**config.mk**
```make
export PLATFORM = sky130hd
export DESIGN_NAME = fifo_push_ctrl_flat
export DESIGN_NICKNAME = d
export VERILOG_FILES = /design/src/rtl/fifo_push_ctrl_if.sv /design/src/rtl/fifo_push_ctrl.sv /design/src/flat_wrapper.sv
export SDC_FILE = /design/constraint.sdc
export NUM_CORES = 1
export LEC_CHECK = 0
export ABC_AREA = 1
export CORE_UTILIZATION = 53
export DETAILED_ROUTE_END_ITERATION = 7
export PLACE_DENSITY = 0.82
export SYNTH_ARGS = -nofsm -noshare
export SYNTH_HDL_FRONTEND = slang
export SYNTH_SLANG_ARGS = --single-unit
```
**constraint.sdc**
```tcl
create_clock -name WR_CLK -period 4.2 [get_ports WR_CLK]
set_clock_uncertainty 0.05 [all_clocks]
set_input_delay 0.42 -clock WR_CLK [delete_from_list [all_inputs] [get_ports WR_CLK]]
set_output_delay 0.42 -clock WR_CLK [all_outputs]
set_load 0.02 [all_outputs]
```
**src/rtl/fifo_push_ctrl_if.sv**
```systemverilog
// fifo_push_ctrl_if: board-side inputs and FIFO write-port outputs of the
// switch-driven FIFO producer.
//   master : the producer (fifo_push_ctrl) - consumes buttons/switches/Full,
//            drives push/Data_In and the status counters.
//   slave  : the surrounding board I/O and FIFO write port.
interface fifo_push_ctrl_if;

    // Raw board inputs (asynchronous, bouncy)
    logic       btn_push;
    logic       btn_burst;
    logic [3:0] sw;

    // FIFO write port (WR_CLK domain)
    logic       Full;
    logic       push;
    logic [3:0] Data_In;

    // Status
    logic       busy;
    logic [7:0] push_count;
    logic [3:0] drop_count;

    modport master (
        input  btn_push,
        input  btn_burst,
        input  sw,
        input  Full,
        output push,
        output Data_In,
        output busy,
        output push_count,
        output drop_count
    );

    modport slave (
        output btn_push,
        output btn_burst,
        output sw,
        output Full,
        input  push,
        input  Data_In,
        input  busy,
        input  push_count,
        input  drop_count
    );

endinterface

```
**src/rtl/fifo_push_ctrl.sv**
```systemverilog
// fifo_push_ctrl: write-side producer for the switch-driven dual-clock FIFO.
// Synchronises and debounces the push button (and optionally the burst
// button), samples the data switches, and drives push/Data_In in the WR_CLK
// domain without ever pushing into a full FIFO. A request that finds the
// FIFO full is held indefinitely; requests arriving while busy are dropped
// and counted.
//
// Optional feature: define FIFO_PUSH_BURST_EN to compile in the burst button
// path and the BURST state, which writes BURST_LEN incrementing words
// starting from the switch value. Without it btn_burst and BURST_LEN are
// ignored.
module fifo_push_ctrl #(
    parameter int unsigned DEBOUNCE_CYCLES = 16,  // >= 2
    parameter int unsigned BURST_LEN       = 8    // 1..16
) (
    input  logic             WR_CLK,
    input  logic             rst,
    fifo_push_ctrl_if.master bus
);

    // The debounce counter only has to reach DEBOUNCE_CYCLES-1: the edge
    // that would take it to DEBOUNCE_CYCLES commits the new level instead.
    localparam int unsigned     DB_W    = $clog2(DEBOUNCE_CYCLES);
    localparam logic [DB_W-1:0] DB_LAST = DB_W'(DEBOUNCE_CYCLES - 1);

    typedef enum logic [1:0] {
        IDLE  = 2'd0,
        PEND  = 2'd1
`ifdef FIFO_PUSH_BURST_EN
        ,BURST = 2'd2
`endif
    } state_t;

    // Synchronisers
    logic            push_sync1;
    logic            push_sync2;
    logic [3:0]      sw_sync1;
    logic [3:0]      sw_sync2;

    // Push-button debounce and edge detect
    logic            push_stable;
    logic            push_stable_q;
    logic [DB_W-1:0] push_db_cnt;
    logic            req_push;

    logic            req_burst;

    // FSM and datapath
    state_t          state;
    logic [3:0]      data_q;
    logic            push_int;
    logic [1:0]      drop_inc;
    logic [4:0]      drop_sum;
    logic [7:0]      push_count_q;
    logic [3:0]      drop_count_q;

    // Two-flop synchronisers for the push button and the data switches
    always_ff @(posedge WR_CLK or posedge rst) begin
        if (rst) begin
            push_sync1 <= 1'b0;
            push_sync2 <= 1'b0;
            sw_sync1   <= 4'd0;
            sw_sync2   <= 4'd0;
        end else begin
            // NOTE: sequential state uses non-blocking assignments so every
            // flop samples the pre-edge value of its neighbour; blocking here
            // would collapse the two synchroniser stages into one.
            push_sync1 <= bus.btn_push;
            push_sync2 <= push_sync1;
            sw_sync1   <= bus.sw;
            sw_sync2   <= sw_sync1;
        end
    end

    // Push-button debounce: commit a new level after DEBOUNCE_CYCLES
    // consecutive differing samples, and keep a delayed copy for edge detect
    always_ff @(posedge WR_CLK or posedge rst) begin
        if (rst) begin
            push_stable   <= 1'b0;
            push_stable_q <= 1'b0;
            push_db_cnt   <= '0;
        end else begin
            push_stable_q <= push_stable;
            if (push_sync2 == push_stable) begin
                push_db_cnt <= '0;
            end else if (push_db_cnt == DB_LAST) begin
                push_stable <= push_sync2;
                push_db_cnt <= '0;
            end else begin
                push_db_cnt <= push_db_cnt + 1'b1;
            end
        end
    end

    // Rising edge of the debounced level only; a release makes no request
    assign req_push = push_stable & ~push_stable_q;

`ifdef FIFO_PUSH_BURST_EN
    localparam logic [3:0] BURST_LAST = 4'(BURST_LEN - 1);

    logic            burst_sync1;
    logic            burst_sync2;
    logic            burst_stable;
    logic            burst_stable_q;
    logic [DB_W-1:0] burst_db_cnt;
    logic [3:0]      burst_cnt;

    // Two-flop synchroniser for the burst button
    always_ff @(posedge WR_CLK or posedge rst) begin
        if (rst) begin
            burst_sync1 <= 1'b0;
            burst_sync2 <= 1'b0;
        end else begin
            burst_sync1 <= bus.btn_burst;
            burst_sync2 <= burst_sync1;
        end
    end

    // Burst-button debounce, identical in behaviour to the push button
    always_ff @(posedge WR_CLK or posedge rst) begin
        if (rst) begin
            burst_stable   <= 1'b0;
            burst_stable_q <= 1'b0;
            burst_db_cnt   <= '0;
        end else begin
            burst_stable_q <= burst_stable;
            if (burst_sync2 == burst_stable) begin
                burst_db_cnt <= '0;
            end else if (burst_db_cnt == DB_LAST) begin
                burst_stable <= burst_sync2;
                burst_db_cnt <= '0;
            end else begin
                burst_db_cnt <= burst_db_cnt + 1'b1;
            end
        end
    end

    assign req_burst = burst_stable & ~burst_stable_q;
`else
    // Burst path compiled out: the button and the length are don't-cares
    logic unused_burst;
    assign unused_burst = ^{bus.btn_burst, 5'(BURST_LEN)};
    assign req_burst    = 1'b0;
`endif

    // Write strobe follows Full combinationally so a full FIFO is never pushed
    always_comb begin
        // NOTE: default first so every path assigns push_int and no latch
        // is inferred for the states that do not drive it.
        push_int = 1'b0;
        case (state)
            PEND:    push_int = ~bus.Full;
`ifdef FIFO_PUSH_BURST_EN
            BURST:   push_int = ~bus.Full;
`endif
            default: push_int = 1'b0;
        endcase
    end

    // Control FSM: latch switch data on a request, hold it while Full,
    // and step through the incrementing burst sequence
    always_ff @(posedge WR_CLK or posedge rst) begin
        if (rst) begin
            state  <= IDLE;
            data_q <= 4'd0;
`ifdef FIFO_PUSH_BURST_EN
            burst_cnt <= 4'd0;
`endif
        end else begin
            case (state)
                IDLE: begin
                    if (req_push) begin
                        data_q <= sw_sync2;
                        state  <= PEND;
                    end
`ifdef FIFO_PUSH_BURST_EN
                    else if (req_burst) begin
                        data_q    <= sw_sync2;
                        burst_cnt <= 4'd0;
                        state     <= BURST;
                    end
`endif
                end
                PEND: begin
                    if (push_int) begin
                        state <= IDLE;
                    end
                end
`ifdef FIFO_PUSH_BURST_EN
                BURST: begin
                    if (push_int) begin
                        data_q    <= data_q + 4'd1;
                        burst_cnt <= burst_cnt + 4'd1;
                        if (burst_cnt == BURST_LAST) begin
                            state <= IDLE;
                        end
                    end
                end
`endif
                default: state <= IDLE;
            endcase
        end
    end

    // Number of requests lost this cycle: both while busy, or the burst
    // request that loses a simultaneous tie in IDLE
    always_comb begin
        drop_inc = 2'd0;
        if (state == IDLE) begin
            drop_inc = {1'b0, req_push & req_burst};
        end else begin
            drop_inc = {1'b0, req_push} + {1'b0, req_burst};
        end
    end

    assign drop_sum = {1'b0, drop_count_q} + {3'b000, drop_inc};

    // Accepted-write counter (wrapping) and drop counter (saturating at 15)
    always_ff @(posedge WR_CLK or posedge rst) begin
        if (rst) begin
            push_count_q <= 8'd0;
            drop_count_q <= 4'd0;
        end else begin
            if (push_int) begin
                push_count_q <= push_count_q + 8'd1;
            end
            drop_count_q <= drop_sum[4] ? 4'hF : drop_sum[3:0];
        end
    end

    assign bus.push       = push_int;
    assign bus.Data_In    = data_q;
    assign bus.busy       = (state != IDLE);
    assign bus.push_count = push_count_q;
    assign bus.drop_count = drop_count_q;

endmodule
```
**src/flat_wrapper.sv**
```systemverilog
// flat-port wrapper written by rule: the top's interface ports become plain ports
module fifo_push_ctrl_flat 
#(
    parameter int unsigned DEBOUNCE_CYCLES = 16,         
    parameter int unsigned BURST_LEN       = 8            
)
  (WR_CLK, rst, bus_btn_push, bus_btn_burst, bus_sw, bus_Full, bus_push, bus_Data_In, bus_busy, bus_push_count, bus_drop_count);
  fifo_push_ctrl_if bus_i ();
  input  logic WR_CLK;
  input  logic rst;
  input wire logic [$bits(bus_i.btn_push)-1:0] bus_btn_push;
  input wire logic [$bits(bus_i.btn_burst)-1:0] bus_btn_burst;
  input wire logic [$bits(bus_i.sw)-1:0] bus_sw;
  input wire logic [$bits(bus_i.Full)-1:0] bus_Full;
  output wire logic [$bits(bus_i.push)-1:0] bus_push;
  output wire logic [$bits(bus_i.Data_In)-1:0] bus_Data_In;
  output wire logic [$bits(bus_i.busy)-1:0] bus_busy;
  output wire logic [$bits(bus_i.push_count)-1:0] bus_push_count;
  output wire logic [$bits(bus_i.drop_count)-1:0] bus_drop_count;
  assign bus_i.btn_push = bus_btn_push;
  assign bus_i.btn_burst = bus_btn_burst;
  assign bus_i.sw = bus_sw;
  assign bus_i.Full = bus_Full;
  assign bus_push = bus_i.push;
  assign bus_Data_In = bus_i.Data_In;
  assign bus_busy = bus_i.busy;
  assign bus_push_count = bus_i.push_count;
  assign bus_drop_count = bus_i.drop_count;
  fifo_push_ctrl #(.DEBOUNCE_CYCLES(DEBOUNCE_CYCLES), .BURST_LEN(BURST_LEN)) u_core (.WR_CLK(WR_CLK), .rst(rst), .bus(bus_i));
endmodule
```
Word-level counts from Yosys, hierarchy flattened --
Index checks and enable logic that the tools add are counted.
Operators by class: add/subtract/negate cells 3, equal/unequal tests 5, mux-type cells 8, bitwise operators 4, reductions and logical operators 5
Operator list (count):
- two-way mux 4 bit | 3
- adder 8 x 1 -> 8 bit, second input constant | 1
- AND reduction 2 bit | 3
- adder 4 x 1 -> 5 bit | 1
- adder 4 x 1 -> 4 bit, second input constant | 1
- == test 4 bit, second input constant | 1
- two-way mux 2 bit | 2
- one-hot mux 2 bit (2 select lines) | 1
- NOT 1 bit | 3
- == test 2 x 1 -> 1 bit, second input constant | 1
- logical NOT 2 bit | 1
- two-way mux 1 bit | 2
- inequality test 2 x 1 -> 1 bit, second input constant | 1
- inequality test 2 bit, second input constant | 1
- nonzero test 2 bit | 1
- bitwise AND 1 bit | 1
- == test 1 bit | 1
Word-level totals: flip-flop bits (word level) 34, input port bits 9, word-level logic and storage cells 36

Logic depth before layout (Yosys ltp) --
Gate-level depths: netlist (run 1).
word-level depth 5, depth in mapped cells 9, depth with buffers taken out 9

Worst setup path before layout (run 1) --
Ideal clock, no wire load.
path type reg-to-reg, start point register u_core.state[0], end point register u_core.drop_count_q[3] (netlist: u_core.bus.drop_count[3]), library setup time 0.124 ns, data arrival time 1.336 ns, required time 4.026 ns, path slack 2.690 ns, stages on the path, launching flop included 9, clock period less this slack 1.510 ns, path through dfrtp_1 -> inv_1 -> nor2_1 -> ha_1 -> ha_1 -> nand2_1 -> inv_1 -> nor3_1 -> a21oi_1
On the way: word-level cells in the longest chain between the ends 4
Ends and longest elaborated chain:
- start, declared | RTL line fifo_push_ctrl.sv:49 | state_t state;
- start signal, assigned | RTL line fifo_push_ctrl.sv:164 | state <= IDLE;
- start signal, assigned | RTL line fifo_push_ctrl.sv:174 | state <= PEND;
- start signal, assigned | RTL line fifo_push_ctrl.sv:186 | state <= IDLE;
- logical NOT 2 bit | RTL line fifo_push_ctrl.sv:209 | if (state == IDLE) begin
- two-way mux 1 bit | RTL line fifo_push_ctrl.sv:209
- adder 4 x 1 -> 5 bit | RTL line fifo_push_ctrl.sv:216 | assign drop_sum = {1'b0, drop_count_q} + {3'b000, drop_inc};
- two-way mux 4 bit | RTL line fifo_push_ctrl.sv:227 | drop_count_q <= drop_sum[4] ? 4'hF : drop_sum[3:0];
- end signal, assigned | RTL line fifo_push_ctrl.sv:227
- end, declared | RTL line fifo_push_ctrl.sv:55 | logic [3:0] drop_count_q;
No other way between the ends. A chain may end at the register's enable or synchronous reset.

Worst setup path after layout (run 1) --
start point input port bus_Full, end point output port bus_push
On the way: word-level cells in the longest chain between the ends 2
Ends and longest elaborated chain:
- start, declared | RTL line flat_wrapper.sv:14 | input wire logic [$bits(bus_i.Full)-1:0] bus_Full;
- NOT 1 bit | RTL line fifo_push_ctrl.sv:152 | PEND: push_int = ~bus.Full;
- two-way mux 1 bit | RTL line fifo_push_ctrl.sv:151 | case (state)
- end, declared | RTL line flat_wrapper.sv:15 | output wire logic [$bits(bus_i.push)-1:0] bus_push;
No other way between the ends.

==> run summary, run 1 <==
wire length per cell = 10.8 microns
core area = 0.00225 sq mm
Lkg Pwr = 0.819 nW
post-route clock period utilization = 52.6%
post-detail-place hpwl = 1480 microns
initial antenna violation count = 0
Hold EP = u_core.sw_sync2[2]
FP Rows = 17
CP Cell Sequence = clkdlybuf4s50_1 > inv_1 > nand2_1 > inv_1 > clkdlybuf4s50_1
Hold Path Stages = 0
Worst VDD drop = 0.000367 V
crit-path max FO = 4
grt ovf = 0
synth warn = 0
largest net degree at the start of global routing = 34
initial drt markers = 16
clock share of power = 31.4%
met3 Usage GRT = 6.25%
Internal Pwr Total = 426 uW
Seq pwr share = 61.7%
Die X = 51.3 microns
Final setup viols = 0
Layout area overhead = 27.0%
M2 GR Usage = 33.6%
Setup CP Type = in2out
crit end category = primary output
CTS tree = done
CTS buffer count = 5
post-CTS resize count = 0
f_max = 453 MHz
pwr dens = 333 mW/mm^2
CP peak stage delay = 0.60 ns
CP required = 3.73 ns
via/cell ratio = 4.75
Final Wtd Congestion = 0.707
CP max stage cell = clkdlybuf4s50_1
post-route setup TNS = 0 ns
worst reg2reg endpoint = u_core.bus.drop_count[3]
RSZ-0062 raised after global routing = false
met1 Usage GRT = 21.5%
CTS H-tree lvls = 2
vias in the first global route = 893
Tightest Pin Transition = 0.394 ns
setup bufs post-CTS = 0
Final Hold Slack = 0.307 ns
Max Root-Sink Buffers = 2
Critical Path Source Type = input port
Sw Ratio = 21.8%
# hold bufs at CTS = 0
DRT Pass-1 Iters = 4
worst skew pair latency = 0.32 ns
Final min period = 2.21 ns
Mapped Cells = 123
fin. max-slew vios = 0
most used routing layer = met2
Die Y = 51.3 microns
Area contributors post-synth = dfrtp_1 64%, nand2_1 9.0%, inv_1 6.1%
routed wire length = 1980 microns
GRT Util Overall = 19.4%
Ant. Diodes = 0
Routed Antenna Nets = 0
via count = 874
FF-to-FF Start = u_core.state[0]
Buffers on Ports = 25
register clock-pin slew on the reported worst setup and hold paths = 0.08 ns
Hold Crit Class = reg2reg
max-cap violation count = 0
Hold Crit Start = u_core.sw_sync1[2]
Final Hold Violating Endpoints = 0
#FFs+latches synth = 33
CTS Sinks = 33
reg-to-reg slack, setup = 2.68 ns
Slew headroom = 73.7%
syn avg cell area = 10.5 sq um
Netlist Area Pre-Place = 0.00129 sq mm
net switching power = 119 uW
# IOs = 27
Syn Nets = 136
fraction of layout cells with a size suffix above 1 = 7.69%
Comb pwr share = 6.9%
status = complete, no violations
Nets = 169
worst endpoint data arrival time = 1.74 ns
Yosys cell types = 15
area fraction of the dominant cell type after synthesis = 64.2%
first-pass GRT wire length = 3560 microns
Starting Density = 57.0%
cell taking the most area after synthesis = dfrtp_1
number of fill cells in the layout = 183
die area = 0.00263 sq mm
clock tree root driver cell = clkbuf_4
sequential-to-total area share from yosys stat = 64.2%
Reg2Reg Depth = 8
# DRC = 0
metal layers:
layer  share of wire [%]  up-vias
met3                 4.2        4
met4                 1.7        0
li1                    -      442
met5                   0        -
met2                  52       20
met1                  42      408
per-stage QoR:
| step | util, % | cells | worst slack [ns] | power (mW) | cell area, sq um |
|---|---|---|---|---|---|
| finish | 72.5 | 184 | 1.99 | 0.545 | 1630 |
| global route | 72.5 | 184 | 1.89 | 0.571 | 1630 |
| CTS | 72.5 | 184 | 1.98 | 0.553 | 1630 |
| detailed placement | 70.0 | 177 | 1.98 | 0.381 | 1580 |
| global placement | 70.0 | 177 | 1.99 | 0.378 | 1580 |
| floorplan | - | 123 | 2.69 | 0.360 | 1290 |
power by group through the flow:
stage          Clock [mW]  Sequential (mW)  Combinational (mW)
3_5_place_dp            0            0.342              0.0386
4_1_cts             0.179            0.336              0.0385
3_3_place_gp            0            0.341              0.0364
6_report            0.171            0.336              0.0373
5_1_grt             0.190            0.338              0.0438
2_1_floorplan           0            0.346              0.0149
sequential cells by signal, summed over array words and instances, names as in the netlist:
name                   flops
u_core.sw_sync1            4
u_core.state               1
u_core.push_db_cnt         4
u_core.sw_sync2            4
u_core.bus.Data_In         4
u_core.bus.drop_count      4
u_core.bus.push_count      8
u_core.push_sync2          1
u_core.push_stable_q       1
u_core.push_sync1          1
u_core.push_stable         1
cell families (layout without fill, tap and decap cells):
kind of cell,after synthesis,count (layout),synth area share (%)
AOI/OAI and AO/OA,7,7,2.72
adders and majority gates,4,4,3.89
DFF,33,33,64.2
buffers and inverters,21,54,6.13
xor gates and xnor gates,6,6,4.09
and+or+nand+nor,52,52,19.0
cell type report:
cell class	count	area [sq um]	share of cell area, %
Sequential cell	33	826	50.5
Multi-Input combinational cell	69	382	23.4
Inverter	21	78.8	4.82
Timing Repair Buffer	26	258	15.8
Tap cell	28	35.0	2.14
Clock buffer	7	55.1	3.37
worst max-delay path by stage:
stage,from,end,slack (ns),cells after the start
finish,bus_Full,bus_push,1.99,5
floorplan,u_core.state[0],u_core.bus.drop_count[3],2.69,8
global placement,bus_Full,bus_push,1.99,5
global route,bus_Full,bus_push,1.89,5
CTS,bus_Full,bus_push,1.98,5
detailed placement,bus_Full,bus_push,1.98,5
critical path, delay by kind of cell:
family,cells,cell delay (ns)
buffers and inverters,4,1.20
and+or+nand+nor,1,0.11
placed cells by master (no fill, tap or decap):
cell type	instances
nand2b_1	1
clkbuf_1	1
dfrtp_1	33
xnor2_1	3
buf_4	1
xor2_1	3
nor2_1	7
a21oi_1	1
nand3_1	5
o21ai_0	6
clkbuf_8	1
ha_1	4
inv_1	21
clkdlybuf4s50_1	25
nand2_1	31
nor2_4	2
nand3_2	3
nor3_1	2
nand3b_1	1
clkbuf_4	5
synth_stat cells:
cell type   n
nor2_1      7
nand3_1     5
xnor2_1     3
nand3_2     3
inv_1      21
nand2_1    31
nand3b_1    1
nor2_4      2
ha_1        4
o21ai_0     6
nand2b_1    1
xor2_1      3
a21oi_1     1
nor3_1      2
dfrtp_1    33
Power figures use the tool's default switching activity.
==> run 2: changes to the inputs <==
Settings changed: CORE_UTILIZATION 53 to 44, PLACE_DENSITY 0.82 to 0.73.
Clock period 4.2 ns to 1.98 ns, I/O delays scaled along.
==> run summary, run 2 (synthesis results as in run 1) <==
Nets = 169
Lkg Pwr = 0.829 nW
Final min period = 1.84 ns
via count = 859
CTS buffer count = 5
vias in the first global route = 865
post-route setup slack = 0.143 ns
Tightest Pin Transition = 0.400 ns
f_max = 544 MHz
CTS H-tree lvls = 2
routed wire length = 1930 microns
Seq pwr share = 58.9%
Final setup viols = 0
most frequent cells in the layout = 33 x dfrtp_1, 31 x nand2_1, 25 x clkdlybuf4s50_1, 21 x inv_1, 7 x nor2_1
Post-Layout Cell Count = 188
fin. max-slew vios = 0
Die X = 56.1 microns
clock tree root driver cell = clkbuf_4
Sw Ratio = 22.1%
post-detail-place hpwl = 1420 microns
worst endpoint data arrival time = 1.59 ns
worst skew pair latency = 0.32 ns
DP Area = 0.00158 sq mm
Ant. Diodes = 0
RSZ-0062 raised after global routing = false
initial antenna violation count = 0
fraction of layout cells with a size suffix above 1 = 8.92%
pre-CTS WS = 0.204 ns
CP required = 1.73 ns
crit end category = primary output
fin util = 59.9%
die area = 0.00314 sq mm
status = complete, no violations
register clock-pin slew on the reported worst setup and hold paths = 0.10 ns
grt ovf = 0
number of fill cells in the layout = 229
net switching power = 268 uW
worst reg2reg endpoint = u_core.bus.drop_count[3]
reg-to-reg slack, setup = 0.49 ns
Comb pwr share = 6.5%
Layout area overhead = 28.5%
fin area = 0.00165 sq mm
Max Root-Sink Buffers = 2
Slew headroom = 73.3%
CTS Sinks = 33
core area = 0.00276 sq mm
Routed Antenna Nets = 0
FP Rows = 19
GRT Util Overall = 15.0%
CP Capture Point = bus_push
post-route clock period utilization = 92.8%
via/cell ratio = 4.57
Worst VDD drop = 0.000590 V
Final Wtd Congestion = 0.709
clock share of power = 34.5%
initial drt markers = 25
Placed Cells = 180
first-pass GRT wire length = 3460 microns
# IOs = 27
commonest non-fill, non-tap cell in the layout = dfrtp_1
Final Hold Slack = 0.203 ns
post-route setup TNS = 0 ns
max-cap violation count = 0
Starting Density = 46.6%
# DRC = 0
post-CTS resize count = 0
Internal Pwr Total = 941 uW
largest net degree at the start of global routing = 34
power after layout = 1.21 mW
Hold Crit Class = in2async
FF-to-FF Start = u_core.state[0]
# hold bufs at CTS = 0
Setup CP Type = reg2out
crit-path max FO = 5
wire length per cell = 10.3 microns
Critical Path Source Type = register
setup bufs post-CTS = 0
crit path from = u_core.state[0]
max reg flops = 8
Die Y = 56.1 microns
CTS tree = done
pwr dens = 731 mW/mm^2
Final Hold Violating Endpoints = 0
Buffers on Ports = 25
Reg2Reg Depth = 8
DRT Pass-1 Iters = 4
run 2: changes by cell type in the layout (fill, tap and decap cells not counted), sizes merged:
| cell | change |
|---|---|
| clkinv | +1 |
run 2: layout make-up:
class,count,area [sq um],share of cell area (%)
flip-flops and latches,33,826,50.0
multi-input cells,69,382,23.1
clock inverters,1,5.00,0.303
clock buffers,7,65.1,3.94
well taps,31,38.8,2.35
repair buffers,26,258,15.6
inverters,21,78.8,4.77
run 2: worst min path at each step:
| stage | cells past startpoint | endpoint |
|---|---|---|
| 2_1_floorplan | 0 | u_core.push_sync1 |
| 3_3_place_gp | 0 | u_core.push_sync2 |
| 3_5_place_dp | 0 | u_core.sw_sync2[1] |
| 4_1_cts | 3 | u_core.push_db_cnt[2] |
| 5_1_grt | 1 | u_core.sw_sync1[1] |
| 6_report | 3 | u_core.bus.push_count[3] |
run 2: critical path: stages (launching register included):
cell             delay, ns
dfrtp_1               0.44
nand2_1               0.14
inv_1                 0.09
clkdlybuf4s50_1       0.60
run 2: routing by layer:
metal  up-vias  share of wire, %  global-route usage [%]
met5         -                 0                       0
met4         0              0.78                    6.27
met3         2               5.2                    8.37
met2        21                51                    24.1
met1       395                43                    16.3
li1        441                 -                       -
run 2: power by group through the flow:
stage | Clock [mW] | Sequential [mW] | Combinational, mW
3_3_place_gp | 0 | 0.724 | 0.0782
6_report | 0.417 | 0.712 | 0.0790
2_1_floorplan | 0 | 0.733 | 0.0315
4_1_cts | 0.437 | 0.713 | 0.0818
5_1_grt | 0.480 | 0.716 | 0.0873
3_5_place_dp | 0 | 0.727 | 0.0817
